**src/rtl/hex_keypad_entry.sv**
```systemverilog
// hex_keypad_entry: scans a 4x4 hex keypad, debounces presses and shifts each accepted digit
// into a 4-digit entry register. Enter commits the entry to Data with a one-cycle Load strobe
// (the Data/Load pair the 7-segment display interface latches); Clear zeroes the entry.
//
// Ports:
//   clk          system clock
//   rst          synchronous reset, active-high
//   Row_In       keypad rows, active-low, asynchronous
//   Col_Drive    keypad columns, active-low one-hot
//   Btn_Enter    Enter button, active-high, asynchronous
//   Btn_Clear    Clear button, active-high, asynchronous
//   Entry        live entry register, newest digit in [3:0]
//   Digit_Count  digits entered since clear, saturates at 4
//   Key_Valid    one-cycle pulse per accepted key
//   Key_Code     code (4*row + col) of last accepted key
//   Data         committed word for the display path
//   Load         one-cycle commit strobe
module hex_keypad_entry #(
  parameter int unsigned ANCHO        = 4,
  parameter int unsigned SCAN_DIV     = 50000,
  parameter int unsigned DEBOUNCE_CNT = 500000
) (
  input  logic                  clk,
  input  logic                  rst,
  input  logic [3:0]            Row_In,
  output logic [3:0]            Col_Drive,
  input  logic                  Btn_Enter,
  input  logic                  Btn_Clear,
  output logic [2**ANCHO-1:0]   Entry,
  output logic [2:0]            Digit_Count,
  output logic                  Key_Valid,
  output logic [3:0]            Key_Code,
  output logic [2**ANCHO-1:0]   Data,
  output logic                  Load
);

  localparam int unsigned Width  = 2 ** ANCHO;
  localparam int unsigned DwellW = (SCAN_DIV > 1) ? $clog2(SCAN_DIV) : 1;
  localparam int unsigned DebW   = (DEBOUNCE_CNT > 1) ? $clog2(DEBOUNCE_CNT) : 1;
  localparam logic [DwellW-1:0] DwellLast = DwellW'(SCAN_DIV - 1);
  localparam logic [DebW-1:0]   DebLast   = DebW'(DEBOUNCE_CNT - 1);

  typedef enum logic [1:0] {StScan, StDebounce, StHeld, StRelease} state_e;

  // Synchronizers and button filters
  logic [3:0]      row_s1_q, row_s2_q;
  logic [1:0]      btn_raw;
  logic [1:0]      btn_s1_q, btn_s2_q, btn_filt_q, btn_prev_q;
  logic [DebW-1:0] btn_cnt_q [2];
  logic [1:0]      btn_edge;
  logic            enter_edge, clear_edge;

  // Bit 0 is Enter, bit 1 is Clear; both share one filter structure.
  assign btn_raw = {Btn_Clear, Btn_Enter};

  always_ff @(posedge clk) begin
    if (rst) begin
      row_s1_q   <= 4'hF;
      row_s2_q   <= 4'hF;
      btn_s1_q   <= '1;
      btn_s2_q   <= '1;
      btn_filt_q <= '1;
      btn_prev_q <= '1;
      for (int b = 0; b < 2; b++) btn_cnt_q[b] <= '0;
    end else begin
      row_s1_q   <= Row_In;
      row_s2_q   <= row_s1_q;
      btn_s1_q   <= btn_raw;
      btn_s2_q   <= btn_s1_q;
      btn_prev_q <= btn_filt_q;
      // The filtered level only follows sync2 after DEBOUNCE_CNT consecutive differing cycles.
      for (int b = 0; b < 2; b++) begin
        if (btn_s2_q[b] == btn_filt_q[b]) begin
          btn_cnt_q[b] <= '0;
        end else if (btn_cnt_q[b] == DebLast) begin
          btn_filt_q[b] <= btn_s2_q[b];
          btn_cnt_q[b]  <= '0;
        end else begin
          btn_cnt_q[b] <= btn_cnt_q[b] + DebW'(1);
        end
      end
    end
  end

  assign btn_edge   = btn_filt_q & ~btn_prev_q;
  assign enter_edge = btn_edge[0];
  assign clear_edge = btn_edge[1];

  // Scan / debounce FSM
  state_e            state_q, state_d;
  logic [1:0]        col_q, col_d;
  logic [DwellW-1:0] dwell_q, dwell_d;
  logic [DebW-1:0]   deb_q, deb_d;
  logic [3:0]        code_lat_q, code_lat_d;
  logic [1:0]        row_idx;
  logic              row_low;
  logic              accept;

  // Lowest-index low row wins when several are pressed.
  always_comb begin
    row_idx = 2'd0;
    for (int i = 3; i >= 0; i--) begin
      if (!row_s2_q[i]) row_idx = 2'(i);
    end
  end

  assign row_low   = ~row_s2_q[code_lat_q[3:2]];
  assign Col_Drive = ~(4'b0001 << col_q);

  always_comb begin
    state_d    = state_q;
    col_d      = col_q;
    dwell_d    = dwell_q;
    deb_d      = deb_q;
    code_lat_d = code_lat_q;
    accept     = 1'b0;
    unique case (state_q)
      StScan: begin
        if (dwell_q == DwellLast) begin
          dwell_d = '0;
          if (row_s2_q != 4'hF) begin
            // Column stays frozen while the press is qualified.
            code_lat_d = {row_idx, col_q};
            deb_d      = '0;
            state_d    = StDebounce;
          end else begin
            col_d = col_q + 2'd1;
          end
        end else begin
          dwell_d = dwell_q + DwellW'(1);
        end
      end
      StDebounce: begin
        if (row_low) begin
          if (deb_q == DebLast) begin
            accept  = 1'b1;
            state_d = StHeld;
          end else begin
            deb_d = deb_q + DebW'(1);
          end
        end else begin
          state_d = StScan;
          col_d   = col_q + 2'd1;
          dwell_d = '0;
        end
      end
      StHeld: begin
        if (!row_low) begin
          deb_d   = '0;
          state_d = StRelease;
        end
      end
      StRelease: begin
        if (row_low) begin
          deb_d = '0;
        end else if (deb_q == DebLast) begin
          state_d = StScan;
          col_d   = col_q + 2'd1;
          dwell_d = '0;
        end else begin
          deb_d = deb_q + DebW'(1);
        end
      end
      default: state_d = StScan;
    endcase
  end

  // Entry / commit datapath
  logic [Width-1:0] entry_q, entry_d;
  logic [Width-1:0] data_q, data_d;
  logic [2:0]       count_q, count_d;
  logic             key_valid_q, key_valid_d;
  logic [3:0]       key_code_q, key_code_d;
  logic             load_q, load_d;

  always_comb begin
    entry_d     = entry_q;
    count_d     = count_q;
    data_d      = data_q;
    load_d      = enter_edge;
    key_valid_d = accept;
    key_code_d  = accept ? code_lat_q : key_code_q;
    // Enter always captures the pre-update entry.
    if (enter_edge) data_d = entry_q;
    if (clear_edge) begin
      entry_d = '0;
      count_d = 3'd0;
    end else if (accept) begin
      entry_d = {entry_q[Width-5:0], code_lat_q};
      count_d = (count_q == 3'd4) ? 3'd4 : count_q + 3'd1;
    end
  end

  always_ff @(posedge clk) begin
    if (rst) begin
      state_q     <= StScan;
      col_q       <= 2'd0;
      dwell_q     <= '0;
      deb_q       <= '0;
      code_lat_q  <= 4'd0;
      entry_q     <= '0;
      data_q      <= '0;
      count_q     <= 3'd0;
      key_valid_q <= 1'b0;
      key_code_q  <= 4'd0;
      load_q      <= 1'b0;
    end else begin
      state_q     <= state_d;
      col_q       <= col_d;
      dwell_q     <= dwell_d;
      deb_q       <= deb_d;
      code_lat_q  <= code_lat_d;
      entry_q     <= entry_d;
      data_q      <= data_d;
      count_q     <= count_d;
      key_valid_q <= key_valid_d;
      key_code_q  <= key_code_d;
      load_q      <= load_d;
    end
  end

  assign Entry       = entry_q;
  assign Digit_Count = count_q;
  assign Key_Valid   = key_valid_q;
  assign Key_Code    = key_code_q;
  assign Data        = data_q;
  assign Load        = load_q;

endmodule

```
**config.mk**
```make
export PLATFORM = sky130hd
export DESIGN_NAME = hex_keypad_entry
export DESIGN_NICKNAME = d
export VERILOG_FILES = /design/src/rtl/hex_keypad_entry.sv
export SDC_FILE = /design/constraint.sdc
export NUM_CORES = 1
export LEC_CHECK = 0
export CAP_MARGIN = 30
export CORE_MARGIN = 2
export CORE_UTILIZATION = 45
export DETAILED_ROUTE_END_ITERATION = 8
export GPL_ROUTABILITY_DRIVEN = 0
export HOLD_SLACK_MARGIN = 0.12
export PLACE_DENSITY = 0.75
export SYNTH_ARGS = -nofsm -noshare
export SYNTH_HDL_FRONTEND = slang
export SYNTH_SLANG_ARGS = --single-unit
```
**constraint.sdc**
```tcl
create_clock -name clk -period 2.77 [get_ports clk]
set_input_delay 0.4155 -clock clk [delete_from_list [all_inputs] [get_ports clk]]
set_output_delay 0.4155 -clock clk [all_outputs]
set_load 0.05 [all_outputs]
```
==> impl_metrics.json <==
{
  "gr-usage-met3_pct": 4.09,
  "port-buffer-count": 52,
  "synthTopCellsByArea": "dfxtp_1 31%, edfxtp_1 18%, a21oi_1 6.3%, nand2_1 6.0%, xnor2_1 4.0%",
  "startpoint_type": "flip-flop",
  "category_of_the_critical_setup_timing_path": "reg2reg",
  "regToRegSetupSlack_ns": 0.38,
  "fin_hold_ws_ns": 0.372,
  "timing_worst_slew_pin_value_ns": 0.737,
  "start_util_pct": 46.0,
  "drt-pass1-iter-count": 5,
  "fin_crit_sh_pct": 86.3,
  "first_iter_violations": 351,
  "synth-compound-area-share_pct": 12.9,
  "share_of_yosys_cell_area_claimed_by_the_top_area_cell_type_pct": 31.5,
  "timing.max_slew.rel_slack_pct": 50.5,
  "std_cell_rows": 43,
  "clock-sinks": 138,
  "placed_cells": 965,
  "yosys_register_bits": 138,
  "drt_drc_violations_left": 0,
  "syn_to_final_growth_pct": 22.7,
  "async_flop_share_pct": 0,
  "post_synthesis_instance_area_sq_mm": 0.00636,
  "synth-edff-count": 38,
  "grt.met1_usage_pct": 22.9,
  "finish.cell_count_without_fillers": 996,
  "grt-ovfl-total": 0,
  "detailed_place_hpwl_microns": 8440,
  "period_minus_slack_ns": 2.39,
  "hold-path-endpoint": "btn_filt_q[1]$_SDFFE_PP1P_",
  "overall_power_mw": 4.41,
  "maxSlewViolCount": 0,
  "holdCritStartpoint": "rst",
  "die_w_microns": 123,
  "post_cts_resized": 0,
  "layout_commonest_cell": "nand2_1",
  "cts_tree": "built",
  "cp_data_required_time_ns": 3.11,
  "critPathBufInv": 0,
  "global_route.usage.met2_pct": 27.3,
  "yosys_warnings": 0,
  "core_area_sq_mm": 0.0138,
  "num-nets-final": 822,
  "drive_above_1_share_pct": 9.44,
  "skew_ns": 0.00725,
  "final_hold_viol_count": 0,
  "clk-insertion-delay-late_ns": 0.42,
  "numCtsBuffers": 17,
  "grt_setup_unrepaired": "false",
  "synthAdderAreaFrac_pct": 2.13,
  "design.portCount": 53,
  "grt_pass1_vias": 4613,
  "ys_dominant_reg_cell": "dfxtp_1",
  "wire_per_inst_microns": 12.5,
  "fin_util_pct": 56.4,
  "cts_max_level": 4,
  "synth_area_in_simple_gates_pct": 26.0,
  "crit_path_max_incr_delay_ns": 0.58,
  "post_cts_buffers": 0,
  "cts_buffer_depth": 2,
  "timing_limited_maximum_frequency_ghz": 0.418,
  "antenna-diode-count": 0,
  "post_synth_xor_area_fraction_pct": 4.96,
  "groute.usage.overall_pct": 17.3,
  "synth_mux_area_share_pct": 1.16,
  "critical_path.reg2reg.startpoint": "dwell_q[4]$_SDFFE_PP0P_",
  "reg2reg_to": "deb_q[6]$_SDFFE_PP0P_",
  "cts.hold.buffers_added": 0,
  "crit_chain": "or4_4, nor4_4, o211ai_4, or4_1, a21oi_1",
  "leakagePower_nw": 2.68,
  "syn-instance-count": 712,
  "critical_path.max_fanout": 33,
  "grt_antenna_before_repair": 0,
  "top_library_cells_by_usage_in_the_layout_fill_and_taps_aside": "102 x nand2_1, 100 x dfxtp_1, 80 x a21oi_1, 67 x nor2_1, 51 x clkdlybuf4s50_1",
  "timing.critical_path.max_delay_family": "simple AND/OR/NAND/NOR gates",
  "combinational_family_with_the_most_area_after_synthesis": "simple AND/OR/NAND/NOR gates",
  "outcome": "finished clean",
  "endpoints_failing_setup": 0,
  "crit_start": "dwell_q[4]$_SDFFE_PP0P_",
  "critical_path.endpoint_type": "flip-flop",
  "antenna_left": 0,
  "critical_path.slowest_cell": "or4_1",
  "root_buffer": "clkbuf_16",
  "postSynthAreaPerCell_sq_um": 8.93,
  "viasPerCell": 5.18,
  "grt_pass1_wl_microns": 21000,
  "clkSlewWorstSetupHoldPaths_ns": 0.06,
  "critical_path_arrival_ns": 2.73,
  "route.vias.total": 5163,
  "die_height_microns": 123,
  "pin_count_of_the_biggest_net_entering_global_routing": 34,
  "detail_route.wirelength_microns": 12400,
  "yosys.area.top_type": "dfxtp_1",
  "final.setup.tns_ns": 0,
  "yosys.cell_types.count": 50,
  "peakVddDrop_mv": 0.806,
  "sequential_to_total_area_share_from_yosys_stat_pct": 49.4,
  "r2r_cells": 5,
  "timing.hold.worst.class": "in2reg",
  "grt_busiest_layer": "met2",
  "hold_depth": 2,
  "die-area_sq_mm": 0.0151,
  "powerDensity_mw_per_mm2": 566,
  "number_of_max_cap_violations": 0
}
## worst max path at each step
stage | to | slack (ns) | depth (start not counted)
after global placement | deb_q[14]$_SDFFE_PP0P_ | 0.46 | 5
after CTS | Col_Drive[0] | 0.36 | 4
final | deb_q[6]$_SDFFE_PP0P_ | 0.38 | 5
after global routing | deb_q[7]$_SDFFE_PP0P_ | 0.20 | 5
after floorplan | deb_q[11]$_SDFFE_PP0P_ | 0.51 | 6
after detailed placement | deb_q[6]$_SDFFE_PP0P_ | 0.39 | 5
## cells by family (layout without fill, tap and decap cells)
family / after synthesis / after routing
adders and majority gates: 11 / 11
and+or+nand+nor: 324 / 324
buffers and inverters: 56 / 123
DFF: 138 / 138
AOI/OAI and AO/OA: 140 / 140
muxes: 6 / 6
other: 1 / 38
xor gates and xnor gates: 36 / 36
## power breakdown
group          switching (mW)  leakage [nW]  internal, mW
clock network           0.863         0.287          1.29
logic                  0.0699          1.19        0.0526
registers              0.0319          1.20          2.11
## flip-flops by register name (all words and copies together) (netlist names), 2 cells and up, named ones only
signal / cells
btn_cnt_q: 38
deb_q: 19
Data: 16
Entry: 16
dwell_q: 16
Key_Code: 4
code_lat_q: 4
row_s1_q: 4
row_s2_q: 4
Digit_Count: 3
btn_filt_q: 2
btn_prev_q: 2
btn_s1_q: 2
btn_s2_q: 2
col_q: 2
## layer usage
layer	part of all wire, %	vias to the layer above	wire (microns)
li1	-	2680	-
met1	48	2392	6020
met2	47	75	5800
met3	3.5	16	434
met4	1.4	0	173
met5	0	-	0
## cell usage after synthesis (all sizes together) (3+ instances only)
cell / n
ha: 10
or2: 20
xnor2: 29
o31ai: 18
a211o: 3
nand3: 25
edfxtp: 38
or4: 21
nand4: 17
nor2b: 7
nor3: 11
or3: 13
a21oi: 80
dfxtp: 100
buf: 4
and2: 3
a31oi: 6
mux2i: 4
nand2b: 7
nor4: 6
and3: 10
a41oi: 3
clkbuf: 30
inv: 22
nand2: 102
o21ai: 21
and4: 5
xor2: 7
nor4b: 3
nor2: 67
## metrics by stage
step                      cell area [sq um]  worst slack (ns)
after floorplan                        6490             0.513
after global placement                 7240             0.462
after detailed placement               7240             0.394
after CTS                              7800             0.358
after global routing                   7800             0.198
final                                  7800             0.378
## final cells by class
class,count,area [sq um]
Clock inverter,13,115
Multi-Input combinational cell,555,3130
Tap cell,180,225
Clock buffer,18,450
Fill cell,1230,6030
Timing Repair Buffer,70,651
Sequential cell,138,3140
Inverter,22,82.6
Note: power is estimated with default switching activity, not from simulation.
